[src/rtl/fetch_pkg.sv]
// Shared types and constants for the decoupled instruction-fetch unit.
package fetch_pkg;

   typedef enum logic [1:0] {
      IDLE  = 2'd0,
      RUN   = 2'd1,
      FLUSH = 2'd2
   } fetch_state_e;

   localparam int          INSTR_BYTES = 4;
   localparam logic [31:0] NOP_INSTR   = 32'h0000_0013;
   localparam int          ENTRY_XLEN  = 32;

   // Queue entry layout; the FIFO stores {instr, pc} in this order.
   typedef struct packed {
      logic [ENTRY_XLEN-1:0] instr;
      logic [ENTRY_XLEN-1:0] pc;
   } fetch_entry_t;

endpackage

[src/rtl/fetch_fifo.sv]
// DEPTH x WIDTH synchronous FIFO with occupancy count, synchronous clear and
// active-low asynchronous reset of its control state.
module fetch_fifo
   import fetch_pkg::*;
#(
   parameter int DEPTH = 4,
   parameter int WIDTH = 64
) (
   input  logic                   clk,
   input  logic                   reset_n,
   input  logic                   clear,
   input  logic                   push,
   input  logic                   pop,
   input  logic [WIDTH-1:0]       din,
   output logic [WIDTH-1:0]       dout,
   output logic [$clog2(DEPTH):0] count
);

   localparam int AW = $clog2(DEPTH);

   logic [WIDTH-1:0] mem [DEPTH];
   logic [AW-1:0]    rd_ptr;
   logic [AW-1:0]    wr_ptr;
   logic             full;
   logic             do_push;
   logic             do_pop;

   assign full    = (count == (AW+1)'(DEPTH));
   assign do_pop  = pop && (count != '0);
   assign do_push = push && (!full || do_pop);
   assign dout    = mem[rd_ptr];

   always_ff @(posedge clk or negedge reset_n) begin
      if (!reset_n) begin
         rd_ptr <= '0;
         wr_ptr <= '0;
         count  <= '0;
      end else if (clear) begin
         rd_ptr <= '0;
         wr_ptr <= '0;
         count  <= '0;
      end else begin
         if (do_push) wr_ptr <= wr_ptr + AW'(1);
         if (do_pop)  rd_ptr <= rd_ptr + AW'(1);
         count <= count + (AW+1)'(do_push) - (AW+1)'(do_pop);
      end
   end

   // Storage carries data only, so it is left out of reset.
   always_ff @(posedge clk) begin
      if (do_push && !clear) mem[wr_ptr] <= din;
   end

   overflow_check: assert property (@(posedge clk) disable iff (!reset_n)
      !(push && full && !pop));

endmodule

[src/rtl/fetch_queue_unit.sv]
// Decoupled fetch unit: PC generator, credit-limited imem requests and a
// prefetch queue to decode. Define FETCH_STATS_EN to add statistics counters.
module fetch_queue_unit
   import fetch_pkg::*;
#(
   parameter int              XLEN            = 32,
   parameter int              DEPTH           = 4,
   parameter int              MAX_OUTSTANDING = 2,
   parameter logic [XLEN-1:0] RESET_PC        = '0
) (
   input  logic            clk,
   input  logic            reset_n,
   input  logic            fetch_en,
   input  logic            redirect_valid,
   input  logic [XLEN-1:0] redirect_pc,
   output logic            imem_req_valid,
   input  logic            imem_req_ready,
   output logic [XLEN-1:0] imem_req_addr,
   input  logic            imem_rsp_valid,
   input  logic [XLEN-1:0] imem_rsp_data,
   output logic            dec_valid,
   input  logic            dec_ready,
   output logic [XLEN-1:0] dec_instr,
   output logic [XLEN-1:0] dec_pc
`ifdef FETCH_STATS_EN
   ,
   output logic [31:0]     stat_fetched,
   output logic [31:0]     stat_flushed,
   output logic [31:0]     stat_stall
`endif
);

   localparam int CW = $clog2(DEPTH) + 1;

   fetch_state_e     state_q;
   fetch_state_e     state_d;
   logic [XLEN-1:0]  fetch_pc;
   logic [XLEN-1:0]  rsp_pc;
   logic [XLEN-1:0]  redirect_aligned;
   logic [CW-1:0]    outstanding;
   logic [CW-1:0]    drop_cnt;
   logic [CW-1:0]    count;
   logic [CW-1:0]    out_after;
   logic [CW-1:0]    drop_after;
   logic             req_fire;
   logic             rsp_accept;
   logic             rsp_drop;
   logic             pop;
   logic [2*XLEN-1:0] fifo_dout;

   assign redirect_aligned = {redirect_pc[XLEN-1:2], 2'b00};

   // Credit rule: queued plus in-flight never exceeds DEPTH, so pushes always fit.
   assign imem_req_valid = (state_q == RUN)
                        && (({1'b0, count} + {1'b0, outstanding}) < (CW+1)'(DEPTH))
                        && (outstanding < CW'(MAX_OUTSTANDING))
                        && !redirect_valid;
   assign imem_req_addr  = fetch_pc;
   assign req_fire       = imem_req_valid && imem_req_ready;

   assign rsp_drop   = imem_rsp_valid && (redirect_valid || (state_q == FLUSH));
   assign rsp_accept = imem_rsp_valid && !rsp_drop;
   assign out_after  = outstanding + CW'(req_fire) - CW'(imem_rsp_valid);
   assign drop_after = drop_cnt - CW'(imem_rsp_valid);

   assign dec_valid = (count != '0) && !redirect_valid;
   assign pop       = dec_valid && dec_ready;
   assign dec_instr = fifo_dout[2*XLEN-1:XLEN];
   assign dec_pc    = fifo_dout[XLEN-1:0];

   fetch_fifo #(
      .DEPTH (DEPTH),
      .WIDTH (2*XLEN)
   ) u_fifo (
      .clk     (clk),
      .reset_n (reset_n),
      .clear   (redirect_valid),
      .push    (rsp_accept),
      .pop     (pop),
      .din     ({imem_rsp_data, rsp_pc}),
      .dout    (fifo_dout),
      .count   (count)
   );

   always_ff @(posedge clk or negedge reset_n) begin
      if (!reset_n) state_q <= IDLE;
      else          state_q <= state_d;
   end

   always_comb begin
      state_d = state_q;
      case (state_q)
         IDLE:    if (fetch_en) state_d = RUN;
         RUN:     if (!fetch_en) state_d = IDLE;
         FLUSH:   if (drop_after == '0) state_d = fetch_en ? RUN : IDLE;
         default: state_d = IDLE;
      endcase
      if (redirect_valid) begin
         if (out_after != '0) state_d = FLUSH;
         else                 state_d = fetch_en ? RUN : IDLE;
      end
   end

   always_ff @(posedge clk or negedge reset_n) begin
      if (!reset_n) begin
         fetch_pc    <= RESET_PC;
         rsp_pc      <= RESET_PC;
         outstanding <= '0;
         drop_cnt    <= '0;
      end else begin
         outstanding <= out_after;
         if (redirect_valid) begin
            fetch_pc <= redirect_aligned;
            rsp_pc   <= redirect_aligned;
            drop_cnt <= out_after;
         end else begin
            if (req_fire)   fetch_pc <= fetch_pc + XLEN'(INSTR_BYTES);
            if (rsp_accept) rsp_pc   <= rsp_pc + XLEN'(INSTR_BYTES);
            if (rsp_drop)   drop_cnt <= drop_after;
         end
      end
   end

`ifdef FETCH_STATS_EN
   function automatic logic [31:0] sat_add(input logic [31:0] acc, input logic [31:0] inc);
      logic [32:0] sum;
      sum = {1'b0, acc} + {1'b0, inc};
      return sum[32] ? 32'hFFFF_FFFF : sum[31:0];
   endfunction

   logic [31:0] flush_inc;
   assign flush_inc = (redirect_valid ? 32'(count) : 32'd0) + 32'(rsp_drop);

   always_ff @(posedge clk or negedge reset_n) begin
      if (!reset_n) begin
         stat_fetched <= '0;
         stat_flushed <= '0;
         stat_stall   <= '0;
      end else begin
         stat_fetched <= sat_add(stat_fetched, 32'(pop));
         stat_flushed <= sat_add(stat_flushed, flush_inc);
         stat_stall   <= sat_add(stat_stall,
                                 32'(dec_ready && !dec_valid && (state_q == RUN)));
      end
   end
`endif

endmodule

[config.mk]
export PLATFORM = sky130hd
export DESIGN_NAME = fetch_queue_unit
export DESIGN_NICKNAME = d
export VERILOG_FILES = /design/src/rtl/fetch_pkg.sv /design/src/rtl/fetch_fifo.sv /design/src/rtl/fetch_queue_unit.sv
export SDC_FILE = /design/constraint.sdc
export NUM_CORES = 1
export LEC_CHECK = 0
export ABC_AREA = 0
export CORE_ASPECT_RATIO = 2
export CORE_MARGIN = 8
export CORE_UTILIZATION = 25
export CTS_CLUSTER_SIZE = 14
export DETAILED_ROUTE_END_ITERATION = 8
export HOLD_SLACK_MARGIN = 0.06
export PLACE_DENSITY = 0.43
export SYNTH_ARGS = -nofsm -noshare
export SYNTH_HDL_FRONTEND = slang
export SYNTH_SLANG_ARGS = --single-unit
[constraint.sdc]
create_clock -name clk -period 6.48 [get_ports clk]
set_input_delay 1.296 -clock clk [delete_from_list [all_inputs] [get_ports clk]]
set_output_delay 1.296 -clock clk [all_outputs]
set_load 0.02 [all_outputs]
==> out/qor.yml, run 1 <==
ir_drop_uv: 176.9
final_core_util_pct: 31.63
final_common_cell: "edfxtp_1"
ant_nets: 0
worst_pin_slew_ns: 1.069
min_period_ns: 4.475
hold_viol: 0
cts.sinks: 323
avgSynthCellArea_sq_um: 16.92
clk_latency_ns: 0.58
wl_um: 34080
p_per_area_mw_per_mm2: 341.5
via_per_inst: 4.526
grt_antenna_before_repair: 1
final_cell_area_sq_mm: 0.01658
synthToLayoutAreaGrowth_pct: 25.32
holdBufCountCts: 0
die-height_um: 341.3
power.leakage_nw: 5.485
drt-pass1-iter-count: 4
drc_errors: 0
syn_inst: 782
r2r_cells: 12
fin_cells: 1643
placed_cells: 1586
cts_setup_buffers: 0
rsz0062_at_grt: "no"
crit_path_start_kind: "flop"
grt_pass1_vias: 8237
status: "completed"
regToRegSetupSlack_ns: 3.33
netlist_area_sq_mm: 0.01323
async_reset_ff_share_pct: 23.22
htree_levels: 1
core_area_sq_mm: 0.05241
fp.dieArea_sq_mm: 0.06097
synth_warnings: 0
timing.rr.start: "u_fifo.count[2]"
num_vias: 7436
cts_buffers: 31
drt-initial-drc-count: 290
cts_max_path_buffers: 3
num_io_pins: 169
slew_viol_final: 0
fill_cells: 5203
drive_gt1_share_pct: 14.84
fin_ws_ns: 2.005
port-buffer-count: 162
placed_area_sq_mm: 0.01559
wl_per_cell_um: 20.74
rows: 119
worstReg2RegEnd: "state_q[0]"
synth_top_flop_cell: "edfxtp_1"
cts-root-buf: "clkbuf_16"
layout_common_cells: "edfxtp_1 (248), clkdlybuf4s50_1 (160), dfrtp_1 (73)"
synth-seq-area-share_pct: 70.49
min_period_over_period_pct: 69.07
synth-seq-cells: 323
start_util_pct: 25.24
dp_hpwl_um: 22410
cap_violations: 0
cts-resized-gates: 0
clk_pin_slew_worst_paths_ns: 0.06
die_w_um: 178.7
cp_max_fo: 30
nets: 1042
synth-edff-count: 248
grt_max_degree: 68
fmax_mhz: 223.4
relSlewSlack_pct: 28.45
fin_setup_tns_ns: 0
grt_overflow_total: 0
pre_cts_slack_ns: 2.036
worstHoldPathType: "in2async"
yosysUniqueCellTypes: 58
setup_viol: 0
grt_pass1_wl_um: 51260
gp_congestion: 0.8034
power_mw: 5.662
end_kind: "primary output"
grt_usage_pct: 11.21
finalClockSkew_ns: 0.01003
arrival_ns: 3.18
cp.required_ns: 5.18
path_class: "reg2out"
whs_ns: 0.5264
cts_tree: "yes"
-- logic make-up (layout without fill, tap and decap cells) --
| logic type | Yosys count | after routing | synth area share [%] |
|---|---|---|---|
| flops | 323 | 323 | 70.49 |
| simple gates | 186 | 186 | 7.690 |
| compound gates | 91 | 91 | 4.294 |
| mux | 68 | 68 | 11.06 |
| buf+inv | 56 | 248 | 2.071 |
| xor+xnor | 40 | 40 | 2.648 |
| fa+ha+maj | 17 | 17 | 1.722 |
| other cells | 1 | 5 | 0.02835 |
-- report_power, final --
part / internal [mW] / leakage [nW] / switching, mW / total, mW
logic: 0.656 / 1.87 / 0.645 / 1.30
registers: 2.39 / 3.15 / 0.173 / 2.57
clock network: 1.02 / 0.467 / 0.771 / 1.79
total: 4.07 / 5.49 / 1.59 / 5.66
-- registers in the layout (all words and copies together) (netlist names) --
signal / count
u_fifo.mem: 248
imem_req_addr: 30
rsp_pc: 30
drop_cnt: 3
outstanding: 3
u_fifo.count: 3
state_q: 2
u_fifo.rd_ptr: 2
u_fifo.wr_ptr: 2
-- per-layer routing --
layer,track usage (%),vias to the layer above,part of all wire (%)
met5,0,-,0
met2,19.80,193,51
met4,4.548,0,3.1
met1,12.98,3784,40
li1,-,3409,-
met3,2.208,50,5.6
-- worst max-delay path, stage by stage (launching register included) --
cell             delay, ns
dfrtp_4               0.88
buf_4                 0.52
mux4_2                0.61
clkdlybuf4s50_1       0.57
-- Yosys cell counts (all sizes together) (2+ instances only) --
cell type,n,area (sq um)
o311ai,9,78.83
a31oi,5,31.28
fa,2,40.04
o21ai,42,210.2
nand3b,2,15.01
nand2b,3,18.77
a21oi,10,50.05
nor2b,7,43.79
a21boi,4,30.03
or3,2,12.51
and2,5,31.28
a31o,2,17.52
nand2,53,198.9
clkbuf,17,63.81
dfrtp,75,1877
nand3,26,130.1
nor3,8,50.05
mux4,62,1396
edfxtp,248,7447
nand4,26,175.2
nor4,3,40.04
o211ai,11,82.58
and4,5,43.79
inv,17,63.81
nor2,21,81.33
ha,15,187.7
a22oi,2,15.01
buf,22,146.4
mux2,5,56.30
xnor2,16,140.1
or4,3,23.77
xor2,24,210.2
and3,17,108.9
-- worst max path at each step --
stage	startpoint	endpoint	slack (ns)	cells after the start
after CTS	u_fifo.rd_ptr[0]	dec_instr[9]	1.83	3
after global routing	u_fifo.rd_ptr[0]	dec_instr[9]	1.79	3
final	u_fifo.rd_ptr[0]	dec_instr[9]	2.00	3
after floorplan	redirect_valid	state_q[0]	2.73	15
after global placement	imem_rsp_valid	u_fifo.mem[1][17]	2.04	5
after detailed placement	imem_rsp_valid	u_fifo.mem[0][17]	2.04	5
-- area by class of cell --
class	count	area (sq um)	area share, %
Antenna cell	1	2.502	0.01510
Multi-Input combinational cell	406	3651	22.02
Timing Repair Buffer	175	1712	10.33
Clock buffer	44	844.6	5.095
Tap cell	665	832.0	5.019
Clock inverter	12	140.1	0.8453
Sequential cell	323	9331	56.29
Inverter	17	63.81	0.3849
No activity file was read; power rests on OpenSTA's default activity.
==> run 2: changes to the inputs <==
Settings changed: PLACE_DENSITY 0.43 to 0.45.
Clock period 6.48 ns to 4 ns, I/O delays scaled along.
==> out/qor.yml, run 2 (synthesized netlist as in run 1, its figures left out) <==
status: "completed"
whs_ns: 0.2980  # -0.2284 ns
top_register: "u_fifo.mem"
num_io_pins: 169  # unchanged
regToRegSetupSlack_ns: 1.12  # -2.21 ns
slew_viol_final: 0  # unchanged
nets: 1047  # +0.48%
rsz0062_at_grt: "no"
drive_gt1_share_pct: 15.45  # +0.61 points
drt-pass1-iter-count: 4  # unchanged
power.leakage_nw: 5.561  # +1.4%
via_per_inst: 4.576  # +1.1%
gp_congestion: 0.8217  # +2.3%
drc_errors: 0  # unchanged
r2r_cells: 11  # -1
synthToLayoutAreaGrowth_pct: 26.53
cts_tree: "yes"
fin_ws_ns: 0.4730  # -1.532 ns
grt_antenna_before_repair: 1  # unchanged
layout_common_cells: "edfxtp_1 (248), clkdlybuf4s50_1 (160), dfrtp_1 (73)"
largest_reg_flops: 248  # unchanged
setup_viol: 0  # unchanged
placed_cells: 1591  # +0.32%
dp_hpwl_um: 22830  # +1.8%
grt_pass1_wl_um: 51680  # +0.82%
crit_path_start_kind: "flop"
fin_cells: 1649  # +0.37%
placed_area_sq_mm: 0.01573  # +0.88%
cp_max_fo: 28  # -6.7%
ir_drop_uv: 368.1  # +110%
fin_setup_tns_ns: 0  # unchanged
fp.dieArea_sq_mm: 0.06097  # unchanged
final_core_util_pct: 31.94  # +0.31 points
wl_per_cell_um: 20.52  # -1.1%
clk_pin_slew_worst_paths_ns: 0.07  # about the same
final_cell_area_sq_mm: 0.01674  # +0.97%
num_vias: 7546  # +1.5%
clk_latency_ns: 0.58  # about the same
cts_max_path_buffers: 3  # unchanged
cts_buffers: 31  # unchanged
hold_viol: 0  # unchanged
fmax_mhz: 283.5
start_util_pct: 25.24  # unchanged
die-height_um: 341.3  # unchanged
core_area_sq_mm: 0.05241  # unchanged
min_period_ns: 3.527
path_class: "reg2out"
worstHoldPathType: "in2async"
cts-root-buf: "clkbuf_16"
cap_violations: 0  # unchanged
antenna_cells: 0  # -1
worst_pin_slew_ns: 0.8682  # -0.2011 ns
power_mw: 9.283  # +64%
grt_max_degree: 64  # -5.9%
finalClockSkew_ns: 0.02472  # +0.01469 ns
grt_pass1_vias: 8233  # -0.049%
cp.required_ns: 3.20  # -1.98 ns
cts.sinks: 323  # unchanged
drt-initial-drc-count: 292  # +0.69%
htree_levels: 1  # unchanged
relSlewSlack_pct: 42.12  # +14 points
die_w_um: 178.7  # unchanged
rows: 119  # unchanged
port-buffer-count: 162  # unchanged
ant_nets: 0  # unchanged
wl_um: 33830  # -0.72%
grt_overflow_total: 0  # unchanged
pre_cts_slack_ns: 0.6764  # -1.360 ns
grt_usage_pct: 11.16  # -0.059 points
holdBufCountCts: 0  # unchanged
arrival_ns: 2.73  # -0.45 ns
final_common_cell: "edfxtp_1"
p_per_area_mw_per_mm2: 554.6  # +62%
min_period_over_period_pct: 88.17
end_kind: "primary output"
cts_setup_buffers: 0  # unchanged
cts-resized-gates: 0  # unchanged
[run 2: cell types whose count changed in the layout (fill, tap and decap cells not counted)]
cell	before	now
clkinvlp_2	1	0
buf_4	14	11
clkinv_2	3	7
diode_2	1	0
bufinv_16	3	4
clkinvlp_4	3	1
inv_6	0	1
buf_12	0	8
clkbuf_8	2	1
[run 2: area by class of cell]
| class | instances | area [sq um] |
|---|---|---|
| Timing Repair Buffer | 180 | 1849 |
| Clock inverter | 15 | 178.9 |
| Tap cell | 665 | 832.0 |
| Multi-Input combinational cell | 406 | 3651 |
| Sequential cell | 323 | 9331 |
| Clock buffer | 43 | 830.8 |
| Inverter | 17 | 63.81 |
| Fill cell | 5198 | 35670 |
[run 2: final timing paths]
check	end	start
max	dec_instr[6]	u_fifo.rd_ptr[0]
min	u_fifo.count[1]	reset_n
min reg2reg	imem_req_addr[9]	imem_req_addr[9]
max reg2reg	state_q[1]	u_fifo.count[2]
min in group clk	imem_req_addr[9]	imem_req_addr[9]
max in group asynchronous	rsp_pc[7]	reset_n
[run 2: per-layer routing]
layer,routed length (um),track usage [%],vias up
met5,13,0,-
li1,-,-,3409
met4,867,3.770,2
met3,1836,2.296,52
met2,17660,19.75,192
met1,13450,13.12,3891
[run 2: critical path: stages, from the launching register on]
cell and delay [ns]:
dfrtp_4 0.65, buf_12 0.29, mux4_2 0.57, clkdlybuf4s50_1 0.57
[run 2: report_power, final]
part / total, mW / leakage (nW) / internal [mW] / switching (mW)
Clock: 2.97 / 0.494 / 1.71 / 1.26
Sequential: 4.12 / 3.15 / 3.88 / 0.236
Combinational: 2.20 / 1.92 / 1.10 / 1.10
==> run 3: changes to the inputs <==
Clock period 4 ns to 3.1 ns, I/O delays scaled along.
==> out/qor.yml, run 3 (synthesized netlist as in run 1, its figures left out) <==
ant_nets: 0  # unchanged
drc_errors: 0  # unchanged
hold_viol: 0  # unchanged
final_cell_area_sq_mm: 0.01714  # +2.4%
cts_tree: "yes"
rsz0062_at_grt: "yes"
port-buffer-count: 162  # unchanged
drive_gt1_share_pct: 19.11  # +3.7 points
cp_num_buf_inv: 3  # +1
grt_overflow_total: 0  # unchanged
cts_buffers: 31  # unchanged
die_w_um: 178.7  # unchanged
fmax_mhz: 333.7
cts-root-buf: "clkbuf_16"
setup_viol: 0  # unchanged
fin_setup_tns_ns: 0  # unchanged
gp_congestion: 0.8491  # +3.3%
slew_viol_final: 0  # unchanged
placed_area_sq_mm: 0.01595  # +1.4%
min_period_over_period_pct: 96.66
cp_max_fo: 13  # -54%
synthToLayoutAreaGrowth_pct: 29.58
top_register: "u_fifo.mem"
num_vias: 7555  # +0.12%
dp_hpwl_um: 24250  # +6.3%
drt-pass1-iter-count: 4  # unchanged
critPathMaxStageDelay_ns: 0.50  # -0.15 ns
cap_violations: 0  # unchanged
grt_usage_pct: 11.36  # +0.21 points
end_kind: "primary output"
worstHoldPathType: "reg2reg"
ir_drop_uv: 321.3  # -13%
final_core_util_pct: 32.70  # +0.77 points
ff_latch_area_sq_mm: 0.009331  # unchanged
pre_cts_slack_ns: 0.1247  # -0.5517 ns
arrival_ns: 2.38  # -0.35 ns
die-height_um: 341.3  # unchanged
fin_ws_ns: 0.1037  # -0.3693 ns
num_io_pins: 169  # unchanged
status: "completed"
wl_per_cell_um: 20.78  # +1.3%
cts_max_path_buffers: 3  # unchanged
wl_um: 34830  # +2.9%
core_area_sq_mm: 0.05241  # unchanged
grt_max_degree: 76  # +19%
fp.dieArea_sq_mm: 0.06097  # unchanged
clk_pin_slew_worst_paths_ns: 0.07  # about the same
rows: 119  # unchanged
grt_pass1_vias: 8250  # +0.21%
cp.required_ns: 2.48  # -0.72 ns
cp_top_family: "buffers and inverters"
fill_cells: 5192  # -0.12%
cts.sinks: 323  # unchanged
multiInputGateArea_sq_mm: 0.003657  # +0.17%
crit_path_start_kind: "flop"
htree_levels: 1  # unchanged
relSlewSlack_pct: 50.37  # +8.3 points
grt_antenna_before_repair: 2  # +1
path_class: "reg2out"
start_util_pct: 25.24  # unchanged
crit_path_top_delay_cell: "mux4_2"
nets: 1074  # +2.6%
final_common_cell: "edfxtp_1"
via_per_inst: 4.508  # -1.5%
power.leakage_nw: 5.872  # +5.6%
layout_common_cells: "edfxtp_1 (248), clkdlybuf4s50_1 (101), dfrtp_1 (73)"
drt-initial-drc-count: 304  # +4.1%
largest_reg_flops: 248  # unchanged
clk_latency_ns: 0.58  # about the same
crit_chain: "buf_4 -> bufbuf_16 -> mux4_2 -> dlygate4sd2_1"
finalClockSkew_ns: 0.009079  # -0.01564 ns
grt_pass1_wl_um: 51830  # +0.29%
worst_pin_slew_ns: 0.7382  # -0.1300 ns
min_period_ns: 2.996
p_per_area_mw_per_mm2: 724.8  # +31%
[run 3: cell types whose count changed in the layout (fill, tap and decap cells not counted), moves of 4 or more]
| cell | change |
|---|---|
| buf_12 | +4 |
| clkbuf_8 | +4 |
| buf_4 | +19 |
| clkdlybuf4s50_1 | -59 |
| clkdlybuf4s15_2 | +8 |
| dlygate4sd2_1 | +48 |
| clkinv_2 | -6 |
| bufinv_16 | +4 |
[run 3: worst register-to-register path, cell delays in order (launching register included)]
cell and delay, ns:
dfrtp_1 0.43, ha_1 0.30, nor3_1 0.21, and4_1 0.23, inv_1 0.06, ha_1 0.26
inv_1 0.04, ha_1 0.18, fa_1 0.38, xnor2_1 0.31, nor4_2 0.09, a21oi_1 0.12
nor2b_1 0.05
[run 3: metrics by stage]
step           hold slack [ns]  power (mW)  std cells
6_report                0.5506       12.42       1676
3_5_place_dp            0.5405       8.413       1610
2_1_floorplan           0.3244       7.010        785
5_1_grt                 0.5719       13.02       1675
4_1_cts                 0.5397       12.67       1672
3_3_place_gp            0.5349       8.386       1610
[run 3: cell type report]
| cell class | count | share of cell area [%] |
|---|---|---|
| Tap cell | 665 | 4.854 |
| Clock inverter | 13 | 1.599 |
| Antenna cell | 1 | 0.01460 |
| Inverter | 17 | 0.3723 |
| Timing Repair Buffer | 207 | 12.28 |
| Multi-Input combinational cell | 406 | 21.34 |
| Sequential cell | 323 | 54.44 |
| Clock buffer | 44 | 5.103 |
[run 3: path summary, 6_finish.rpt]
path | startpoint | endpoint | slack [ns] | depth (start not counted)
worst max-delay path | u_fifo.rd_ptr[0] | dec_instr[12] | 0.10 | 4
worst min-delay path | imem_req_addr[9] | imem_req_addr[9] | 0.55 | 1
worst max register to register | u_fifo.count[2] | state_q[0] | 0.34 | 12
worst min register to register | imem_req_addr[9] | imem_req_addr[9] | 0.55 | 1
max in group asynchronous | reset_n | rsp_pc[31] | 2.13 | 3
min in group asynchronous | reset_n | u_fifo.count[1] | 0.58 | 3
[run 3: repair_timing]
action / 4_1_cts / 5_1_grt
cloned: 1 / 0
gates resized for setup: 78 / 6
setup buffers: 3 / 3
hold buffers: 1 / 0
endpoints found under the hold margin: 38 / 0
setup endpoints to repair: 58 / 15
[run 3: metal layers]
metal	vias to the layer above	GRT usage (%)	wire length [um]
li1	3470	-	-
met1	3861	12.78	13580
met2	176	20.54	18170
met3	44	2.528	2127
met4	4	4.046	922
met5	-	0	27
[run 3: power breakdown]
part	leakage [nW]	switching [mW]	internal, mW
clock	0.554	1.65	2.62
combinational	2.17	1.52	1.38
sequential	3.15	0.253	5.01
total	5.87	3.42	9.01
